$ cat src/rtl/k007232_pkg.sv
// Shared types for the K007232 sample-ROM responder.
// The K007232_ROM_PREFETCH_EN build uses the PREFETCH state and next_sa().
package k007232_pkg;

  localparam int unsigned SA_W = 17;
  localparam int unsigned DW   = 8;

  typedef enum logic [1:0] {
    IDLE,
    FETCH,
    PREFETCH
  } state_t;

  typedef struct packed {
    logic            valid;
    logic [SA_W-1:0] tag;
    logic [DW-1:0]   data;
  } entry_t;

  // Sample address of the following byte, wrapping within the 17-bit space.
  function automatic logic [SA_W-1:0] next_sa(input logic [SA_W-1:0] sa);
    return sa + SA_W'(1);
  endfunction

endpackage

$ cat src/rtl/k007232_rom_entry.sv
// One cache line: registered {valid, tag, data} with a fill port and a tag compare.
module k007232_rom_entry
  import k007232_pkg::*;
(
  input  logic            clk,
  input  logic            rst,
  input  logic            fill,
  input  logic [SA_W-1:0] fill_tag,
  input  logic [DW-1:0]   fill_data,
  input  logic [SA_W-1:0] cmp_tag,
  output logic [DW-1:0]   value,
  output logic            hit_c
);

  entry_t line;

  always_ff @(posedge clk) begin
    if (rst) begin
      line <= '0;
    end else if (fill) begin
      line <= '{valid: 1'b1, tag: fill_tag, data: fill_data};
    end
  end

  assign value = line.data;
  assign hit_c = line.valid && (line.tag == cmp_tag);

endmodule

$ cat src/rtl/k007232_rom_server.sv
// Sample-ROM responder for one K007232: per-channel cache, round-robin fetch FSM.
// Define K007232_ROM_PREFETCH_EN to add a second line per channel filled with tag + 1.
module k007232_rom_server
  import k007232_pkg::*;
#(
  parameter int unsigned AW   = 22,
  parameter int unsigned BASE = 0
) (
  input  logic            i_EMUCLK,
  input  logic            i_RST,
  input  logic [SA_W-1:0] i_SA,
  input  logic            i_CH,
  output logic [DW-1:0]   o_RAM,
  output logic            o_MEM_RD,
  output logic [AW-1:0]   o_MEM_ADDR,
  input  logic            i_MEM_ACK,
  input  logic [DW-1:0]   i_MEM_DATA,
  output logic            o_LATE
);

  state_t          state;
  logic            fetch_ch;
  logic            last_served;
  logic            prev_ch;
  logic [SA_W-1:0] fetch_tag;
  logic [SA_W-1:0] last_sa [2];
  logic [1:0]      seen;

  logic [1:0]      need_c;
  logic [1:0]      prim_hit_c;
  logic [1:0]      fill_c;
  logic [1:0]      promote_c;
  logic            pick_c;
  logic            ack_fill_c;
  logic            late_c;
  logic [SA_W-1:0] fill_tag_c  [2];
  logic [DW-1:0]   fill_data_c [2];
  logic [DW-1:0]   prim_data   [2];

  function automatic logic [AW-1:0] mem_addr(input logic [SA_W-1:0] sa);
    return AW'(BASE) + AW'(sa);
  endfunction

  // A channel never presented since reset has no address to fetch.
  assign need_c     = seen & ~prim_hit_c;
  assign pick_c     = (need_c == 2'b11) ? ~last_served : need_c[1];
  assign ack_fill_c = (state == FETCH) && i_MEM_ACK;
  assign late_c     = (i_CH != prev_ch) && need_c[prev_ch] && !fill_c[prev_ch];
  assign o_RAM      = prim_data[i_CH];

`ifdef K007232_ROM_PREFETCH_EN
  logic [1:0]      sec_hit_c;
  logic [1:0]      sec_fill_c;
  logic [SA_W-1:0] sec_cmp_c [2];
  logic [DW-1:0]   sec_data  [2];
  logic            pf_held_c;

  // In PREFETCH the second line is checked against the prefetch tag, otherwise against the channel address.
  always_comb begin
    for (int c = 0; c < 2; c++) begin
      sec_cmp_c[c]  = (state == PREFETCH) ? fetch_tag : last_sa[c];
      sec_fill_c[c] = (state == PREFETCH) && o_MEM_RD && i_MEM_ACK && (fetch_ch == 1'(c));
      promote_c[c]  = (state == IDLE) && need_c[c] && (pick_c == 1'(c)) && sec_hit_c[c];
    end
  end

  assign pf_held_c = sec_hit_c[fetch_ch];

  for (genvar g = 0; g < 2; g++) begin : g_sec
    k007232_rom_entry u_sec (
      .clk       (i_EMUCLK),
      .rst       (i_RST),
      .fill      (sec_fill_c[g]),
      .fill_tag  (fetch_tag),
      .fill_data (i_MEM_DATA),
      .cmp_tag   (sec_cmp_c[g]),
      .value     (sec_data[g]),
      .hit_c     (sec_hit_c[g])
    );
  end
`else
  assign promote_c = '0;
`endif

  // Primary line write source: memory fill, or promotion of the second line.
  always_comb begin
    for (int c = 0; c < 2; c++) begin
      fill_c[c]      = (ack_fill_c && (fetch_ch == 1'(c))) || promote_c[c];
      fill_tag_c[c]  = fetch_tag;
      fill_data_c[c] = i_MEM_DATA;
`ifdef K007232_ROM_PREFETCH_EN
      if (promote_c[c]) begin
        fill_tag_c[c]  = last_sa[c];
        fill_data_c[c] = sec_data[c];
      end
`endif
    end
  end

  for (genvar g = 0; g < 2; g++) begin : g_prim
    k007232_rom_entry u_prim (
      .clk       (i_EMUCLK),
      .rst       (i_RST),
      .fill      (fill_c[g]),
      .fill_tag  (fill_tag_c[g]),
      .fill_data (fill_data_c[g]),
      .cmp_tag   (last_sa[g]),
      .value     (prim_data[g]),
      .hit_c     (prim_hit_c[g])
    );
  end

  always_ff @(posedge i_EMUCLK) begin
    if (i_RST) begin
      state       <= IDLE;
      o_MEM_RD    <= 1'b0;
      o_MEM_ADDR  <= '0;
      o_LATE      <= 1'b0;
      fetch_ch    <= 1'b0;
      fetch_tag   <= '0;
      last_served <= 1'b1;
      prev_ch     <= 1'b0;
      seen        <= '0;
      last_sa[0]  <= '0;
      last_sa[1]  <= '0;
    end else begin
      o_LATE           <= late_c;
      prev_ch          <= i_CH;
      seen[i_CH]       <= 1'b1;
      last_sa[i_CH]    <= i_SA;
      case (state)
        IDLE: begin
          if (|need_c) begin
            fetch_ch    <= pick_c;
            last_served <= pick_c;
`ifdef K007232_ROM_PREFETCH_EN
            if (|promote_c) begin
              state     <= PREFETCH;
              fetch_tag <= next_sa(last_sa[pick_c]);
            end else
`endif
            begin
              state      <= FETCH;
              o_MEM_RD   <= 1'b1;
              fetch_tag  <= last_sa[pick_c];
              o_MEM_ADDR <= mem_addr(last_sa[pick_c]);
            end
          end
        end
        FETCH: begin
          if (i_MEM_ACK) begin
            o_MEM_RD  <= 1'b0;
`ifdef K007232_ROM_PREFETCH_EN
            state     <= PREFETCH;
            fetch_tag <= next_sa(fetch_tag);
`else
            state     <= IDLE;
`endif
          end
        end
`ifdef K007232_ROM_PREFETCH_EN
        // Pending misses win over a prefetch that has not yet been requested.
        PREFETCH: begin
          if (!o_MEM_RD) begin
            if ((|need_c) || pf_held_c) begin
              state <= IDLE;
            end else begin
              o_MEM_RD   <= 1'b1;
              o_MEM_ADDR <= mem_addr(fetch_tag);
            end
          end else if (i_MEM_ACK) begin
            o_MEM_RD <= 1'b0;
            state    <= IDLE;
          end
        end
`endif
        default: state <= IDLE;
      endcase
    end
  end

endmodule

$ cat config.mk
export PLATFORM = sky130hd
export DESIGN_NAME = k007232_rom_server
export DESIGN_NICKNAME = d
export VERILOG_FILES = /design/src/rtl/k007232_pkg.sv /design/src/rtl/k007232_rom_entry.sv /design/src/rtl/k007232_rom_server.sv
export SDC_FILE = /design/constraint.sdc
export NUM_CORES = 1
export LEC_CHECK = 0
export BUFFER_PORTS_ARGS = -buffer_cell sky130_fd_sc_hd__buf_2
export CAP_MARGIN = 20
export CORE_ASPECT_RATIO = 0.7
export CORE_MARGIN = 4
export CORE_UTILIZATION = 62
export CTS_CLUSTER_DIAMETER = 200
export CTS_CLUSTER_SIZE = 24
export DETAILED_ROUTE_END_ITERATION = 16
export PLACE_DENSITY = 0.85
export SLEW_MARGIN = 20
export SYNTH_ARGS = -nofsm -noshare
export SYNTH_HDL_FRONTEND = slang
export SYNTH_SLANG_ARGS = --single-unit
$ cat constraint.sdc
create_clock -name i_EMUCLK -period 5.3 [get_ports i_EMUCLK]
set_clock_uncertainty 0.1 [all_clocks]
set_input_delay 0 -clock i_EMUCLK [delete_from_list [all_inputs] [get_ports i_EMUCLK]]
set_output_delay 0 -clock i_EMUCLK [all_outputs]
set_load 0.03 [all_outputs]
Word-level counts from Yosys, hierarchy flattened
Memory sizes are Yosys's and may differ from the RTL's. A register that Yosys moved wholly into a read port is not among the register bits.
Index checks and enable logic that the tools add are counted.
- memory bits (writable): 34
- logic and storage cells: 69
- input bits: 29
- memories kept: 1
- register bits: 61
- output and inout port bits: 32
- bitwise logic cells: 6
- $lt $le $gt $ge: 4
- equality and inequality tests: 7
- reductions and logical operators: 16
- mux-type cells: 22
- memory list (memory ; depth ; bits a word ; rd ports ; clocked after memory_dff ; write ports ; line ; RTL):
    last_sa ; 2 ; 17 ; 3 ; 1 ; 2 ; k007232_rom_server.sv:26 ; logic [SA_W-1:0] last_sa [2];
- operators with widths (operator ; number):
    $eq 17x17->1 ; 2
    $mux 8 ; 3
    $mux 17 ; 1
    $reduce_or 17->1 ; 1
    $mux 1 ; 13
    $logic_and 1x1->1 ; 8
    $lt 1x2->1 const B ; 2
    $mux 2 ; 2
    $ne 2x2->1 const B ; 2
    $pmux 2 s2 ; 1
    $reduce_and 2->1 ; 2
    $reduce_and 3->1 ; 1
    $and 2x2->2 ; 1
    $eq 2x1->1 const B ; 1
    $eq 2x2->1 const B ; 1
    $ge 2x2->1 const B ; 1
    $logic_not 2->1 ; 1
    $not 1->1 ; 2
    $not 1->2 ; 1
    $not 2->2 ; 1
    $or 2x2->2 ; 1
    $pmux 1 s2 ; 1
    $reduce_bool 2->1 ; 1
    $reduce_or 2->1 ; 1
    other kinds (4) ; 4

Depth between registers and ports, before layout
An unclocked memory read counts as a cell.
- depth after elaboration: 9
- gate-level depth with buffers: 8
- gate-level depth less buffers: 6

Cells and area by module
Synthesis repeated with hierarchy kept, for this count alone.
- cell total of the unflattened synthesis: 444
- area, all modules: 4832.1 sq um
- by module, submodules not included (module ; area each (sq um) ; seq. area each (sq um) ; times used ; cells each):
    k007232_rom_server ; 2514.9 ; 1501.4 ; 1 ; 214
    k007232_rom_entry ; 1158.6 ; 520.5 ; 2 ; 115

Worst setup path before layout
Ideal clock, no wire load.
- path kind: flip-flop to flip-flop
- start: mem last_sa[0][13]
- end: reg fetch_ch
- setup time: 0.067 ns
- data required time: 5.133 ns
- buffers on the path: 0
- arrival time: 1.771 ns
- stages on the path, launching flop included: 7
- setup slack: 3.361 ns
- period minus slack after synthesis: 1.939 ns
- cells stage by stage: edfxtp_1 xor2_1 nor4b_1 nand3_1 o211a_2 or3_1 a21oi_2
- RTL lines (item ; line ; RTL):
    from (decl) ; k007232_rom_server.sv:26 ;
    to (signal assigned) ; k007232_rom_server.sv:134 ; fetch_ch <= pick_c;
    to (decl) ; k007232_rom_server.sv:22 ; logic fetch_ch;

==> qor.txt <==
Seq/Total Area, Yosys - 0.533
ANT cells - 0
max_slew headroom - 0.240
worst reg2reg startpoint - o_MEM_RD
fillers - 484
Slowest-stage cell, CP - nor2b_1
Worst EP arrival - 2.71 ns
cell taking the most area after synthesis - dfxtp_1
Slew Limit Fails - 0
Routed Antenna Nets - 0
RSZ-0062 raised after global routing - no
Top Ports - 61
PostCTS Resize Cnt - 0
Synth-to-Final Area Change - 15.9%
Remaining Overflow, GRT - 0
status - finished clean
hold depth - 4
core footprint - 7380 um^2
top-area cell type share of the netlist area - 0.319
commonest non-fill, non-tap cell in the layout - nand2_1
FP Rows - 26
startpoint types - primary input
CP cell instances - dlygate4sd3_1, buf_2, buf_4, nor2b_1, inv_1
VDD IR max - 0.243 mV
clock root buffer master - clkbuf_8
DRC - 0
Final setup viols - 0
CTS tree - done
min-delay src - i_MEM_DATA[2]
Reg area - 2540 um^2
commonest cells after routing, fill and taps aside - nand2_1 (102), dfxtp_1 (76), buf_2 (55)
cell area power density - 313 nW/um^2
routed wire length - 13.3 mm
CP Max Fanout - 45
crit end category - register
initial antenna violation count - 0
HP Class - in2reg
first-pass GRT wire length - 20.7 mm
R2R cell count - 4
area occupied by multi-input gates - 2040 um^2
Final Worst Setup Slack - 2.49 ns
GPL Wtd Cong - 1.00
Unique masters post-synth - 38
Detailed Place HPWL - 8.61 mm
Tot Pwr - 1.73 mW
Final Net Count - 601
Post-Syn Instances - 503
Via Count - 4281
Max Fclk - 0.356 GHz
drt pass-1 iters - 7
setup_tns - 0 ns
TritonCTS Sinks - 110
Setup CP Type - in2reg
Syn Area/Cell - 9.48 um^2
Die Y - 81.4 um
DRT iter0 DRCs - 915
max cap viols - 0
Pleak - 2.18 nW
DR WL/cell - 19.7 um
fin crit share - 0.530
vias in the first global route - 3865
FF-to-FF setup slack - 2.60 ns
largest net degree at the start of global routing - 46
Seq cells post-synth - 110
min cycle time layout - 2.81 ns
slowest stage delay, CP - 0.86 ns
Clock Tree Buf Depth - 2
XOR/XNOR share of the synthesized area - 0.0643
vias per cell - 6.34
fin util - 0.749
die width - 113 um
Worst EP required - 5.20 ns
Initial Utilization - 0.646
pre-CTS setup slack - 2.69 ns
Synth area leaders - dfxtp_1 (32%), edfxtp_1 (21%), nand2_1 (8.0%)
Cell Area, Synth - 4770 um^2
Die Footprint - 9180 um^2
WHS Endpoint - g_prim[0].u_prim.value[2]
worst skew pair latency - 0.40 ns
port bufs - 55
compound-cell area share of the yosys netlist - 0.130
# H-tree levels - 3
Total Routing Usage GR - 0.299
Synth warnings - 0
post-synthesis adder-cell area fraction - 0
mux cell area share after synthesis - 0.0189
FF-to-FF End - g_prim[1].u_prim.value[3]
Num CTS Buffers - 9
Post-Synth Simple-Gate Area - 0.211
Final Hold Viols - 0
worst slew pin tran - 1.14 ns
Worst-path clk slew - 0.11 ns
largest family of logic cells by synthesized area - simple AND/OR/NAND/NOR gates
Fin Hold WS - 0.300 ns
fraction of layout cells with a size suffix above 1 - 0.154
-- Yosys cell counts --
cell type and n:
inv_1 5, o211ai_1 1, mux2_2 8, dfxtp_1 76, nor3_1 17, and3_1 4
o21ai_0 1, buf_4 8, edfxtp_1 34, o21a_1 1, a21oi_1 52, o211a_2 1
nand3b_1 1, clkbuf_1 22, nand2_1 102, nand2b_1 1, o21ai_1 19, nor4_1 12
nor2b_1 1, buf_2 3, and2_1 34, or3_1 1, xnor2_1 4, a21oi_2 2
xor2_1 31, a41oi_2 1, or2_2 1, buf_6 2, nor4b_1 4, conb_1 1
a211oi_4 1, a311oi_1 17, nand3_1 22, o211a_1 1, nor2_1 8, buf_1 1
or3b_1 2, o211ai_4 1
-- where the power goes --
part	internal, mW	switching [mW]
Combinational	0.0928	0.169
Clock	0.181	0.308
Sequential	0.920	0.0598
Total	1.19	0.537
-- worst max-delay path by stage --
stage	startpoint	end	slack (ns)	cells past startpoint
global route	i_RST	last_sa[0][0]	2.28	5
finish	i_RST	last_sa[0][2]	2.49	5
CTS	i_RST	last_sa[0][12]	2.54	5
floorplan	last_sa[0][13]	fetch_ch	3.36	6
detailed placement	i_RST	last_sa[0][12]	2.69	4
global placement	i_RST	last_sa[0][12]	2.84	4
-- final cells by class --
class                           count  share of cell area
Inverter                            5             0.00339
Tap cell                           98              0.0222
Timing Repair Buffer               90               0.112
Clock inverter                      7              0.0113
Clock buffer                        9              0.0224
Multi-Input combinational cell    356               0.369
Sequential cell                   110               0.460
-- metal layers --
layer / global-route usage / vias to the layer above / part of all wire
met5: 0 / - / 0
met4: 0.0816 / 0 / 0.026
met3: 0.118 / 56 / 0.13
met2: 0.453 / 318 / 0.44
met1: 0.400 / 2029 / 0.40
li1: - / 1878 / -
-- cells by family after synthesis --
family | Yosys count
buf+inv | 41
xor+xnor | 35
flops | 110
compound gates | 98
mux | 8
other cells | 1
simple gates | 210
-- worst max-delay path: cells and delay by family --
family | cells | cell delay, ns
buffers and inverters | 4 | 1.84
and+or+nand+nor | 1 | 0.86
-- registers in the layout (all words and copies together), names as in the netlist --
name / cells
g_prim.u_prim.line: 36
last_sa: 34
fetch_tag: 17
g_prim.u_prim.value: 16
seen: 2
fetch_ch: 1
last_served: 1
o_LATE: 1
o_MEM_RD: 1
prev_ch: 1
-- stage by stage --
| stage | instance area [um^2] | std cells |
|---|---|---|
| floorplan | 4790 | 507 |
| global placement | 5020 | 627 |
| detailed placement | 5020 | 627 |
| finish | 5530 | 675 |
| global route | 5530 | 675 |
| CTS | 5530 | 675 |
-- repair_timing --
item,in CTS,in global routing
hold buffers,32,0
endpoints found under the hold margin,61,0
buffers inserted,0,0
No activity file was read; power rests on OpenSTA's default activity.
